## config.mk

```make
export PLATFORM = sky130hd
export DESIGN_NAME = rec_mes_buf
export DESIGN_NICKNAME = d
export VERILOG_FILES = /design/src/rtl/rec_mes_buf.sv
export SDC_FILE = /design/constraint.sdc
export NUM_CORES = 1
export LEC_CHECK = 0
export ABC_AREA = 0
export CAP_MARGIN = 10
export CORE_ASPECT_RATIO = 1.2
export CORE_MARGIN = 4
export CORE_UTILIZATION = 30
export CTS_BUF_LIST = sky130_fd_sc_hd__clkbuf_8
export DETAILED_ROUTE_END_ITERATION = 6
export GPL_TIMING_DRIVEN = 0
export MAX_ROUTING_LAYER = met4
export SYNTH_ARGS = -nofsm -noshare
export SYNTH_HDL_FRONTEND = slang
export SYNTH_SLANG_ARGS = --single-unit
```

## constraint.sdc

```tcl
create_clock -name clk -period 9.1 [get_ports clk]
set_clock_uncertainty 0.2 [all_clocks]
set_input_delay 2.275 -clock clk [delete_from_list [all_inputs] [get_ports clk]]
set_output_delay 2.275 -clock clk [all_outputs]
set_load 0.005 [all_outputs]
```

## src/rtl/rec_mes_buf.sv

```systemverilog
// Receive-side CAN message buffer: a small show-ahead FIFO of complete frames
// with a valid/ack pop handshake, head bus-ID tap and sticky overflow flag.
module rec_mes_buf #(
    parameter int DW    = 76,
    parameter int DEPTH = 4,
    parameter int AW    = 2
) (
    input  logic          clk,
    input  logic          rst,
    input  logic [DW-1:0] data_rec_in,
    input  logic          rec_valid_in,
    input  logic          rec_ack,
    input  logic          clr_ovf,
    output logic [DW-1:0] data_rec_out,
    output logic [4:0]    data_rec_bus,
    output logic          rec_valid_out,
    output logic          fifo_full,
    output logic          fifo_empty,
    output logic          overflow,
    output logic [AW:0]   msg_cnt
);

    localparam logic [AW:0] FULL_CNT = (AW + 1)'(DEPTH);

    logic [DW-1:0] mem_q [DEPTH];
    logic [AW-1:0] wr_ptr_q, wr_ptr_d;
    logic [AW-1:0] rd_ptr_q, rd_ptr_d;
    logic [AW:0]   cnt_q, cnt_d;
    logic          ovf_q, ovf_d;
    logic          empty, full, pop, wr_en, drop;

    // NOTE: every signal gets a default at the top of always_comb so no path
    // leaves it unassigned, which would infer a latch.
    always_comb begin
        empty = (cnt_q == '0);
        full  = (cnt_q == FULL_CNT);
        // An ack against an empty buffer is not a pop; a pop frees a slot
        // in time for a same-cycle write, so a full buffer can still accept.
        pop   = rec_ack & ~empty;
        wr_en = rec_valid_in & (~full | pop);
        drop  = rec_valid_in & full & ~pop;

        wr_ptr_d = wr_ptr_q;
        rd_ptr_d = rd_ptr_q;
        cnt_d    = cnt_q;
        if (wr_en) wr_ptr_d = wr_ptr_q + 1'b1;
        if (pop)   rd_ptr_d = rd_ptr_q + 1'b1;
        case ({wr_en, pop})
            2'b10:   cnt_d = cnt_q + 1'b1;
            2'b01:   cnt_d = cnt_q - 1'b1;
            default: cnt_d = cnt_q;
        endcase

        // A drop in the same cycle as a clear leaves the flag set.
        ovf_d = (ovf_q & ~clr_ovf) | drop;
    end

    // NOTE: sequential state uses non-blocking assignments so every flop
    // samples its _d value from before this edge, independent of block order.
    always_ff @(posedge clk or negedge rst) begin
        if (!rst) begin
            wr_ptr_q <= '0;
            rd_ptr_q <= '0;
            cnt_q    <= '0;
            ovf_q    <= 1'b0;
        end else begin
            wr_ptr_q <= wr_ptr_d;
            rd_ptr_q <= rd_ptr_d;
            cnt_q    <= cnt_d;
            ovf_q    <= ovf_d;
        end
    end

    // NOTE: the storage array is deliberately left out of reset; stale
    // entries are never visible because the output is gated by the count.
    always_ff @(posedge clk) begin
        if (wr_en) mem_q[wr_ptr_q] <= data_rec_in;
    end

    assign data_rec_out  = empty ? '0 : mem_q[rd_ptr_q];
    assign data_rec_bus  = data_rec_out[20:16];
    assign rec_valid_out = ~empty;
    assign fifo_empty    = empty;
    assign fifo_full     = full;
    assign overflow      = ovf_q;
    assign msg_cnt       = cnt_q;

endmodule

```

# After elaboration in Yosys (flattened, before gate mapping)
# Memories as Yosys holds them, arrays and structs flattened.
# Index checks and enable logic that the tools add are counted.
dict set report op_classes {
  bitwise_logic 11
  n_reduce_logical 2
  eq_ne 3
  n_addsub 4
  n_mux 4
}
# operator n
set op_table {}
lappend op_table {{$mux W76} 1}
lappend op_table {{$pmux W3 S2} 1}
lappend op_table {{$and A1 B1 Y1} 5}
lappend op_table {{$add A2 B1 Y2 const B} 2}
lappend op_table {{$not A1 Y1} 4}
lappend op_table {{$add A3 B1 Y3 const B} 1}
lappend op_table {{$eq A3 B3 Y1 const B} 1}
lappend op_table {{$logic_not A3 Y1} 1}
lappend op_table {{$sub A3 B1 Y3 const B} 1}
lappend op_table {{$eq A2 B1 Y1 const B} 1}
lappend op_table {{$eq A2 B2 Y1 const B} 1}
lappend op_table {{$mux W1} 2}
lappend op_table {{$or A1 B1 Y1} 2}
lappend op_table {{$reduce_bool A2 Y1} 1}
dict set report totals {
  inputBits 81
  mem_bits_rw 304
  elab_cells 29
  register_bits 8
  n_memories 1
}
# memory words word_bits rd rd_ports_with_merged_regs wr line
set memory_table {}
lappend memory_table {mem_q 4 76 1 0 1 25} ;# logic [DW-1:0] mem_q [DEPTH];

# Longest topological paths before layout
# Gate-level depths: netlist of the first run.
dict set report depth {
  word_depth 7
  mapped_depth 9
}

# Worst setup path after synthesis of the first run
# No wires, ideal clock.
dict set report synth_path {
  path_type {input-to-reg}
  startpoint {input port rec_valid_in}
  endpoint {memory mem_q[0][0], enable pin}
  required_ns 8.457
  n_path_buf 1
  t_arrival_ns 4.576
  setup_slack_ns 3.882
  path_stages 3
  path_cell_list {buf_2 -> nor2b_1 -> and2_1}
}
dict set report synth_between {
  elab_chain_len 3
}
# item line
set synth_lines {}
lappend synth_lines {{start, declared} 11} ;# input logic rec_valid_in,
lappend synth_lines {{$and A1 B1 Y1} 40} ;# wr_en = rec_valid_in & (~full | pop);
lappend synth_lines {{$mux W1} 77} ;# if (wr_en) mem_q[wr_ptr_q] <= data_rec_in;
lappend synth_lines {{$mux W1 (not written as such)} 77}
lappend synth_lines {{end, declared} 25}
# No other way between the ends.

# Worst setup path after layout of the first run
dict set report layout_path {
  startpoint {register rd_ptr_q[1]}
  endpoint {output port data_rec_out[40]}
}
dict set report layout_between {
  elab_chain_len 2
}
# item line
set layout_lines {}
lappend layout_lines {{start, declared} 27} ;# logic [AW-1:0] rd_ptr_q, rd_ptr_d;
lappend layout_lines {{start signal, assigned} 68} ;# rd_ptr_q <= rd_ptr_d;
lappend layout_lines {{$mem_v2 Z4 W76} --}
lappend layout_lines {{$mux W76} 80} ;# assign data_rec_out = empty ? '0 : mem_q[rd_ptr_q];
lappend layout_lines {{end, declared} 14} ;# output logic [DW-1:0] data_rec_out,
# No other way between the ends.

==> results of run 1 <==
-- flip-flops by register name (all words and copies together), names as in the netlist --
name	count
rd_ptr_q	2
mem_q	304
msg_cnt	3
overflow	1
wr_ptr_q	2
-- through the flow --
step / std cells / power [mW]
finish: 1343 / 5.03
floorplan: 543 / 2.99
detailed placement: 1248 / 4.03
global placement: 1244 / 4.02
global route: 1343 / 5.35
CTS: 1340 / 5.16
-- synthesized netlist by cell type, drive strengths merged --
cell | number | share of area
nor2b | 1 | 0.00052
o21ai | 2 | 0.00083
and3 | 1 | 0.00052
and2 | 81 | 0.042
nand3 | 2 | 0.00083
nand2b | 1 | 0.00052
mux2 | 1 | 0.00093
o22a | 1 | 0.00073
xnor2 | 3 | 0.0022
xor2 | 2 | 0.0015
nor2 | 2 | 0.00062
or3 | 1 | 0.00052
dfrtp | 8 | 0.017
o21ba | 1 | 0.00083
edfxtp | 304 | 0.76
or2 | 1 | 0.00052
clkbuf | 14 | 0.0044
o211ai | 2 | 0.0012
buf | 20 | 0.012
o221ai | 1 | 0.00073
a22oi | 1 | 0.00062
o32ai | 1 | 0.00073
nor4b | 1 | 0.00073
inv | 6 | 0.0019
ha | 4 | 0.0042
nand3b | 1 | 0.00062
nand2 | 3 | 0.00093
fa | 1 | 0.0017
mux4 | 76 | 0.14
-- worst reg2reg max path, cell delays in order (launching register included) --
cell and delay (ps):
dfrtp_1 470, or3_1 140, buf_2 270, clkbuf_1 450
nand2_1 170, or2_2 320, fa_1 450, o21ba_2 240
o211ai_1 80, a22oi_1 190
-- logic make-up after synthesis --
kind of cell,Yosys count
DFF,312
and+or+nand+nor,95
muxes,77
buffers and inverters,40
AOI/OAI and AO/OA,9
xor gates and xnor gates,5
adders and majority gates,5
-- power by group through the flow --
stage / clock, mW / sequential, mW / combinational, mW
floorplan: 0 / 1.98 / 1.01
global placement: 0 / 2.02 / 2.00
detailed placement: 0 / 1.99 / 2.04
CTS: 1.16 / 1.96 / 2.04
global route: 1.22 / 1.98 / 2.15
finish: 1.10 / 1.96 / 1.97
-- worst max-delay path by stage --
stage                                       start                endpoint  slack, ps  depth (start not counted)
after floorplan                      rec_valid_in   mem_q[0][0]$_DFFE_PP_       3880                          3
after global placement               rec_valid_in  mem_q[3][63]$_DFFE_PP_       1490                          4
after detailed placement             rec_valid_in  mem_q[0][63]$_DFFE_PP_       4060                          5
after CTS                 rd_ptr_q[1]$_DFFE_PN0N_        data_rec_out[40]       3420                          6
after global routing      rd_ptr_q[1]$_DFFE_PN0N_        data_rec_out[40]       3390                          6
final                     rd_ptr_q[1]$_DFFE_PN0N_        data_rec_out[40]       3650                          6
-- metal layers --
metal / vias to the layer above / wire length (um)
met4: 0 / 524
met2: 146 / 13500
met1: 3109 / 10400
li1: 2651 / -
met5: - / 0
met3: 38 / 1590
-- area by class of cell --
class,count,area [um2],share of cell area
Sequential cell,312,9330,0.604
Multi-Input combinational cell,191,2500,0.162
Timing Repair Buffer,172,1790,0.116
Clock buffer,54,743,0.0481
Tap cell,533,667,0.0432
Buffer,34,203,0.0131
Clock inverter,38,184,0.0119
Inverter,6,22.5,0.00146
Antenna cell,3,7.51,0.000486
==> results_dict.tcl, run 1 <==
set metrics [dict create \
    maxSlewViolCount 0 \
    grt.total_usage 0.124 \
    first_pass_iters 4 \
    p_comb_frac 0.391 \
    grt_pass1_vias 6608 \
    synthCells 543 \
    synth_top_family_by_area "multiplexers" \
    grt_overflow 0 \
    antenna_left 0 \
    maxCapViolations 0 \
    reg2reg_slack_ps 6030 \
    gr-usage-met1 0.143 \
    fp.dieArea_um2 43400 \
    relSlewSlack 0.438 \
    grt_most_used_layer "met2" \
    setup_tns_ps 0 \
    synth_compound_area_frac 0.00571 \
    cts-root-buf "clkbuf_8" \
    final_area_um2 15400 \
    clk_path_buf_depth 3 \
    nets 853 \
    pin_count 169 \
    drtIter0Drc 240 \
    hold_viol_final 0 \
    cts_resized 0 \
    seq_area_frac_synth 0.775 \
    numCtsBuffers 50 \
    status "finished clean" \
    crit_chain "clkbuf_1 -> buf_2 -> buf_2 -> mux4_2 -> and2_1 -> clkdlybuf4s50_1" \
    yosysUniqueCellTypes 33 \
    fp.dieH_um 227 \
    reg2reg_to "msg_cnt[1]$_DFFE_PN0P_" \
    start_kind "flip-flop" \
    required_ps 6630 \
    reg2regPathDepth 9 \
    cp_top_family "buffers and inverters" \
    ys_warn_count 0 \
    dp_slack_ps 4060 \
    use_met2 0.211 \
    clk_latency_ps 560 \
    antenna_found_initial 3 \
    setup_viol 0 \
    die_x_um 191 \
    p_sw_mw 1.44 \
    vias_per_cell 4.43 \
    p_per_area_nw_per_um2 325 \
    port_buffers 168 \
    power.internal_mw 3.59 \
    drc 0 \
    whs_path_depth 2 \
    slowest_delay_ps 550 \
    mostFrequentLayoutCells "edfxtp_1 (304), clkdlybuf4s50_1 (168), and2_1 (77)" \
    worst_path_max_delay_cell "clkdlybuf4s50_1" \
    crit_path_frequent_cell "buf_2" \
    timing.fmax_mhz 183 \
    ir_drop_v 0.000150 \
    seq_power_share 0.389 \
    fin_crit_ps 5450 \
    synth-simple-area-share 0.0484 \
    area_growth_pct 28.3 \
    r2r_start "msg_cnt[2]$_DFFE_PN0P_" \
    path_clk_slew_ps 60 \
    synth.avg_cell_area_um2 22.2 \
    synth-seq-cells 312 \
    path_class "flip-flop to primary output" \
    synth_nets 629 \
    rsz0062_at_grt "false" \
    arrival_ps 2980 \
    vias 5944 \
    crit_path_end_kind "primary output" \
    postPlaceCellArea_um2 14500 \
    hold_slack_ps 345 \
    cts_tree "done" \
    drive_gt1_frac 0.211 \
    p_leak_nw 5.05 \
    finalWirelength_um 26100 \
    worst_slack_ps 3650 \
    hold_path.class "flip-flop to flip-flop" \
    grt_max_degree 45 \
    worstMarginPinSlew_ps 843 \
    fin_util 0.389 \
    yosys.area_share.adder 0.00582 \
    postCtsHoldBufs 0 \
    synth_mux_area_frac 0.143 \
    fp-row-count 80 \
    whs_endpoint "overflow$_DFF_PN0_" \
    htreeDepth 2 \
    post_cts_buffers 0 \
    syn_area_um2 12000 \
    fin_crit_sh 0.599 \
    clkSinkCount 312 \
    worst_hold_startpoint "overflow$_DFF_PN0_" \
    wl_per_cell_um 19.4 \
    coreArea_um2 39700 \
    place_hpwl_um 16200 \
    swShare 0.286 \
    fill_cells 3694 \
    synth_xor_area_frac 0.00364 \
    initial_core_util 0.303 \
    final_common_cell "edfxtp_1" \
    crit_buf_inv 4 \
    grt_pass1_wl_um 39200 \
    met3_usage 0.0316 \
    p_clk_frac 0.220 \
    cp_max_fo 10 \
    place.gp.congestion 0.656 \
]
Power figures use the tool's default switching activity.
==> run 2, diff against run 1 <==
- clock period: 9.1 -> 5.44 ns (I/O delays scaled with it)
==> results of run 2 <==
The final DEF is identical to that of run 1. Status: finished clean.
Main changes from that run: setup slack after placement 4060 ps -> 1310 ps; setup slack after layout 3650 ps -> 904 ps; register-to-register setup slack 6030 ps -> 2370 ps; total power 5.03 mW -> 8.41 mW; worst IR drop on VDD 0.000150 V -> 0.000251 V
